<file path="src/rtl/music_feeder.sv">
// -----------------------------------------------------------------------------
// music_feeder
//   Front end for the beeper music player. Bytes from the UART receiver are
//   paired up as (note, time), queued in a small FIFO and handed to the player
//   one at a time over an en / music_note / music_time / music_busy handshake.
//
// Ports
//   sys_clk     in   system clock (12 MHz)
//   sys_rst     in   asynchronous, active-high reset
//   rx_data     in   received UART byte
//   rx_valid    in   one-cycle strobe qualifying rx_data
//   music_busy  in   player busy
//   en          out  play request to the player
//   music_note  out  tone code, stable from pop until the next pop
//   music_time  out  duration in ms, stable from pop until the next pop
//   fifo_empty  out  no pairs queued (registered)
//   fifo_full   out  DEPTH pairs queued (registered)
//   overflow    out  sticky: a completed pair was dropped on a full FIFO
//   ack_err     out  sticky: player never raised busy within ACK_TIMEOUT
//   frame_err   out  sticky: a lone note byte was dropped by BYTE_TIMEOUT
// -----------------------------------------------------------------------------
module music_feeder #(
   parameter int          DEPTH        = 8,
   parameter logic [23:0] BYTE_TIMEOUT = 24'd1_200_000,
   parameter logic [15:0] ACK_TIMEOUT  = 16'd64
) (
   input  logic       sys_clk,
   input  logic       sys_rst,
   input  logic [7:0] rx_data,
   input  logic       rx_valid,
   input  logic       music_busy,
   output logic       en,
   output logic [7:0] music_note,
   output logic [7:0] music_time,
   output logic       fifo_empty,
   output logic       fifo_full,
   output logic       overflow,
   output logic       ack_err,
   output logic       frame_err
);

   localparam int            AW       = $clog2(DEPTH);
   localparam int            CW       = AW + 1;
   localparam logic [CW-1:0] FULL_CNT = CW'(DEPTH);

   typedef enum logic       {P_NOTE, P_TIME} parse_t;
   typedef enum logic [1:0] {S_IDLE, S_REQ, S_WAIT_DONE} issue_t;

   // parser
   parse_t        pstate_q, pstate_d;
   logic [7:0]    pnote_q, pnote_d;
   logic [23:0]   btmr_q, btmr_d;
   logic          pair_vld;
   logic          frame_set;

   // FIFO
   logic [15:0]   mem_q [DEPTH];
   logic [AW-1:0] wptr_q, wptr_d;
   logic [AW-1:0] rptr_q, rptr_d;
   logic [CW-1:0] cnt_q, cnt_d;
   logic          empty_q, full_q;
   logic          wr_en, pop, ovf_set;
   logic [15:0]   head;

   // issuer
   issue_t        istate_q, istate_d;
   logic [15:0]   acnt_q, acnt_d;
   logic          en_q, en_d;
   logic [7:0]    note_q, note_d;
   logic [7:0]    time_q, time_d;
   logic          ack_set;

   // sticky flags
   logic          ovf_q, ack_err_q, frame_err_q;

   // ---------------------------------------------------------------- parser
   always_comb begin
      pstate_d  = pstate_q;
      pnote_d   = pnote_q;
      btmr_d    = btmr_q;
      pair_vld  = 1'b0;
      frame_set = 1'b0;
      case (pstate_q)
         P_NOTE: begin
            if (rx_valid) begin
               pnote_d  = rx_data;
               btmr_d   = '0;
               pstate_d = P_TIME;
            end
         end
         P_TIME: begin
            // A time byte on the very cycle the timer expires still wins.
            if (rx_valid) begin
               pair_vld = 1'b1;
               pstate_d = P_NOTE;
            end else if (btmr_q == BYTE_TIMEOUT - 24'd1) begin
               frame_set = 1'b1;
               pstate_d  = P_NOTE;
            end else begin
               btmr_d = btmr_q + 24'd1;
            end
         end
         default: pstate_d = P_NOTE;
      endcase
   end

   // ------------------------------------------------------------------ FIFO
   // A write on a full FIFO still lands if the issuer pops in the same cycle.
   always_comb begin
      wr_en   = pair_vld & (~full_q | pop);
      ovf_set = pair_vld & full_q & ~pop;
      wptr_d  = wr_en ? wptr_q + AW'(1) : wptr_q;
      rptr_d  = pop   ? rptr_q + AW'(1) : rptr_q;
      cnt_d   = cnt_q + CW'(wr_en) - CW'(pop);
   end

   assign head = mem_q[rptr_q];

   always_ff @(posedge sys_clk) begin
      if (wr_en) begin
         mem_q[wptr_q] <= {pnote_q, rx_data};
      end
   end

   // ---------------------------------------------------------------- issuer
   always_comb begin
      istate_d = istate_q;
      acnt_d   = acnt_q;
      en_d     = 1'b0;
      note_d   = note_q;
      time_d   = time_q;
      pop      = 1'b0;
      ack_set  = 1'b0;
      case (istate_q)
         S_IDLE: begin
            // Waiting for busy low here also gives the mandatory idle cycle
            // after a finished note before the next en.
            if (!empty_q && !music_busy) begin
               pop      = 1'b1;
               note_d   = head[15:8];
               time_d   = head[7:0];
               acnt_d   = '0;
               en_d     = 1'b1;
               istate_d = S_REQ;
            end
         end
         S_REQ: begin
            // en must drop as soon as busy is seen or the player replays.
            if (music_busy) begin
               istate_d = S_WAIT_DONE;
            end else if (acnt_q == ACK_TIMEOUT - 16'd1) begin
               ack_set  = 1'b1;
               istate_d = S_IDLE;
            end else begin
               en_d   = 1'b1;
               acnt_d = acnt_q + 16'd1;
            end
         end
         S_WAIT_DONE: begin
            if (!music_busy) begin
               istate_d = S_IDLE;
            end
         end
         default: istate_d = S_IDLE;
      endcase
   end

   // ------------------------------------------------------------- registers
   always_ff @(posedge sys_clk or posedge sys_rst) begin
      if (sys_rst) begin
         pstate_q    <= P_NOTE;
         pnote_q     <= '0;
         btmr_q      <= '0;
         wptr_q      <= '0;
         rptr_q      <= '0;
         cnt_q       <= '0;
         empty_q     <= 1'b1;
         full_q      <= 1'b0;
         istate_q    <= S_IDLE;
         acnt_q      <= '0;
         en_q        <= 1'b0;
         note_q      <= '0;
         time_q      <= '0;
         ovf_q       <= 1'b0;
         ack_err_q   <= 1'b0;
         frame_err_q <= 1'b0;
      end else begin
         pstate_q    <= pstate_d;
         pnote_q     <= pnote_d;
         btmr_q      <= btmr_d;
         wptr_q      <= wptr_d;
         rptr_q      <= rptr_d;
         cnt_q       <= cnt_d;
         empty_q     <= (cnt_d == '0);
         full_q      <= (cnt_d == FULL_CNT);
         istate_q    <= istate_d;
         acnt_q      <= acnt_d;
         en_q        <= en_d;
         note_q      <= note_d;
         time_q      <= time_d;
         ovf_q       <= ovf_q | ovf_set;
         ack_err_q   <= ack_err_q | ack_set;
         frame_err_q <= frame_err_q | frame_set;
      end
   end

   assign en         = en_q;
   assign music_note = note_q;
   assign music_time = time_q;
   assign fifo_empty = empty_q;
   assign fifo_full  = full_q;
   assign overflow   = ovf_q;
   assign ack_err    = ack_err_q;
   assign frame_err  = frame_err_q;

endmodule

</file>
<file path="config.mk">
export PLATFORM = sky130hd
export DESIGN_NAME = music_feeder
export DESIGN_NICKNAME = d
export VERILOG_FILES = /design/src/rtl/music_feeder.sv
export SDC_FILE = /design/constraint.sdc
export NUM_CORES = 1
export LEC_CHECK = 0
export ABC_AREA = 1
export CAP_MARGIN = 20
export CORE_ASPECT_RATIO = 0.6
export CORE_MARGIN = 1.5
export CORE_UTILIZATION = 61
export CTS_BUF_LIST = sky130_fd_sc_hd__clkbuf_4 sky130_fd_sc_hd__clkbuf_8 sky130_fd_sc_hd__clkbuf_16
export CTS_CLUSTER_DIAMETER = 50
export DETAILED_ROUTE_END_ITERATION = 10
export GPL_TIMING_DRIVEN = 1
export PLACE_DENSITY = 0.79
export SYNTH_ARGS = -nofsm -noshare
export SYNTH_HDL_FRONTEND = slang
export SYNTH_SLANG_ARGS = --single-unit
</file>
<file path="constraint.sdc">
create_clock -name sys_clk -period 3.5 [get_ports sys_clk]
set_input_delay 0.7 -clock sys_clk [delete_from_list [all_inputs] [get_ports sys_clk]]
set_output_delay 0.7 -clock sys_clk [all_outputs]
set_load 0.02 [all_outputs]
</file>
==> flow_summary_export.csv <==
group,metric,value,unit
routing,vias_per_cell,5.769,
sta,drv_slew,0,
power_and_ir_drop,p_total,7810,uW
routing,drtPass1Iterations,5,
setup_path,endpoint_kind,"register",
synthesis,synth_nets,952,
setup_path,crit_required,3920,ps
clock_tree,tritoncts,"done",
synthesis,ys_warn_count,0,
synthesis,ys.flop_type,"edfxtp_1",
worst_hold_path,min_from,"frame_err",
global_route,met2_usage,39.76,%
clock_tree,cts-hold-fix-buffers,0,
synthesis,synth_top_area_share,40.71,%
global_route,overflow,0,
sta,clock.fmax,344.2,MHz
global_route,busiest_layer,"met1",
synthesis,syn_inst,931,
sta,tns,0,ps
setup_path,worst-path-max-fanout,23,
synthesis,syn_area,0.009442,mm^2
routing,drt_iter0_markers,661,
floorplan,die-area,0.01626,mm^2
layout,drive_gt1_share,9.369,%
run_status,status,"complete, no violations",
synthesis,synthTopCellsByArea,"edfxtp_1 (41%), dfrtp_1 (22%), nand2_1 (7.2%), nor2_1 (6.6%), o21ai_0 (5.1%)",
worst_hold_path,hold_path.class,"register to register",
layout,fin_cells,1180,
placed_design,placed_cells_incl_taps,1143,
floorplan,die_y,99.37,um
sta,hold_violations,0,
layout,antenna_cells_inserted,0,
sta,slew_headroom,40.59,%
power_and_ir_drop,powerDensity,729.8,mW/mm^2
floorplan,ios,34,
setup_path,arrival,3330,ps
job,maxCapViolations,0,
floorplan,row_count,34,
layout,nFillCells,1055,
setup_path,critPathKind,"primary input to register",
floorplan,dieWidth,163.6,um
setup_path,r2r_start,"fifo_empty",
clock_tree,cts.clk_slew.worst_paths,70,ps
global_route,grt_antenna_before_repair,0,
setup_path,cp-start-kind,"primary input",
routing,vias,6808,
routing,wl,21100,um
sta,fin_crit_sh,83.01,%
placed_design,place_ws,101.2,ps
sta,setup_violations,0,
clock_tree,ctsResizeCount,0,
placed_design,dpl_cell_area,0.009980,mm^2
layout,final_nets,989,
placed_design,gp_congestion,0.8642,
clock_tree,clk_latency,490,ps
global_route,grt_pass1_vias,6331,
sta,fin_crit,2905,ps
clock_tree,cts_setup_buffers,0,
floorplan,core_area,0.01480,mm^2
layout,layout_common_cells,"nand2_1 (181), nor2_1 (167), edfxtp_1 (128), o21ai_0 (96), dfrtp_1 (81)",
routing,wire_per_inst,17.88,um
clock_tree,cts_buffer_depth,3,
routing,ant_nets,0,
layout,syn2layout_area_growth,13.34,%
sta,rsz0062_at_grt,"no",
synthesis,syn_avg_cell_area,10.14,um^2
synthesis,synth-seq-area-share,62.72,%
power_and_ir_drop,ir_drop,0.5255,mV
layout,fin_area,0.01070,mm^2
synthesis,synth_top_cell_by_area,"edfxtp_1",
clock_tree,cts.htree.levels,1,
setup_path,crit_start,"music_busy",
global_route,grt_pass1_wl,33710,um
placed_design,dpl.hpwl,13120,um
synthesis,synth_edf_count,128,
sta,worst_slew_pin_slew,890.1,ps
routing,drc_errors,0,
sta,timing.final.ws_setup,594.6,ps
power_and_ir_drop,p_leak,0.004180,uW
global_route,met3_usage,4.587,%
clock_tree,numCtsBuffers,20,
global_route,grtUsageTotal,26.86,%
clock_tree,clockRootBuffer,"clkbuf_16",
synthesis,async_flop_share,39.34,%
placed_design,port-buffer-count,33,
synthesis,ys_ff_latch,211,
clock_tree,cts.sinks,211,
global_route,grt_util_met1,41.93,%
floorplan,initial_core_util,63.78,%
synthesis,synth_cell_types,41,
global_route,grt_max_degree,61,
sta,fin_skew,10.07,ps
layout,final_common_cell,"nand2_1",
[cell type report]
type	count	area [um^2]	area share [%]
flip-flops and latches	211	5923	55.35
well taps	198	247.7	2.315
clock buffers	23	546.8	5.109
multi-input cells	620	3093	28.90
repair buffers	52	505.5	4.723
inverters	63	237.7	2.221
clock inverters	13	147.6	1.380
[kinds of logic after synthesis]
logic type,synth area share [%]
compound gates,10.15
xor+xnor,1.577
fa+ha+maj,1.272
buf+inv,4.572
flops,62.72
simple gates,19.71
[through the flow]
stage	hold WS, ps	util, %
2_1_floorplan	471.3	-
3_3_place_gp	464.0	67.41
3_5_place_dp	463.0	67.41
4_1_cts	482.1	72.10
5_1_grt	487.8	72.29
6_report	473.9	72.29
[Yosys cell counts (3+ instances only)]
library cell	count
nand2_1	181
nor2_1	167
edfxtp_1	128
o21ai_0	96
dfrtp_1	82
inv_1	58
nand3_1	44
o211ai_1	32
clkbuf_1	18
xor2_1	11
nand4_1	10
nor3_1	10
o21ai_2	10
buf_2	9
ha_1	8
buf_6	6
o21bai_1	6
xnor2_1	6
a21oi_1	5
nand2_4	5
buf_1	4
inv_2	4
nor2_2	4
o21ai_1	4
nand2_2	3
o22ai_2	3
[worst max-delay path, stage by stage]
cell and delay (ps):
clkdlybuf4s50_1 470, nor2_1 70, nand3_4 70, buf_4 300, clkinv_1 150, ha_1 280, inv_1 50, ha_1 150
inv_1 50, fa_1 470, inv_1 50, or3_1 390, nor2_1 110
[routing by layer]
metal	vias to the layer above	share of wire (%)
met4	0	1.7
met1	3282	46
met2	280	44
li1	3211	-
met5	-	0
met3	35	8.9
[sequential cells by signal, indices dropped and copies added (netlist names)]
register	count
ack_err	1
acnt_q	16
btmr_q	24
cnt_q	4
en	1
fifo_empty	1
fifo_full	1
frame_err	1
istate_q	2
mem_q	128
music_note	8
music_time	8
overflow	1
pnote_q	8
pstate_q	1
rptr_q	3
wptr_q	3
[power breakdown]
group	switching [uW]	total, uW	internal [uW]	leakage [uW]
combinational	1460	2250	786	0.00160
sequential	269	3290	3020	0.00224
clock	928	2280	1350	0.000338
[final timing paths]
check / end / slack [ps] / depth (start not counted)
min: frame_err / 470 / 1
max: fifo_empty / 590 / 13
min in group asynchronous: ack_err / 530 / 2
max reg2reg: fifo_empty / 770 / 12
min reg2reg: frame_err / 470 / 1
max in group asynchronous: fifo_empty / 2250 / 3
No activity file was read; power rests on OpenSTA's default activity.
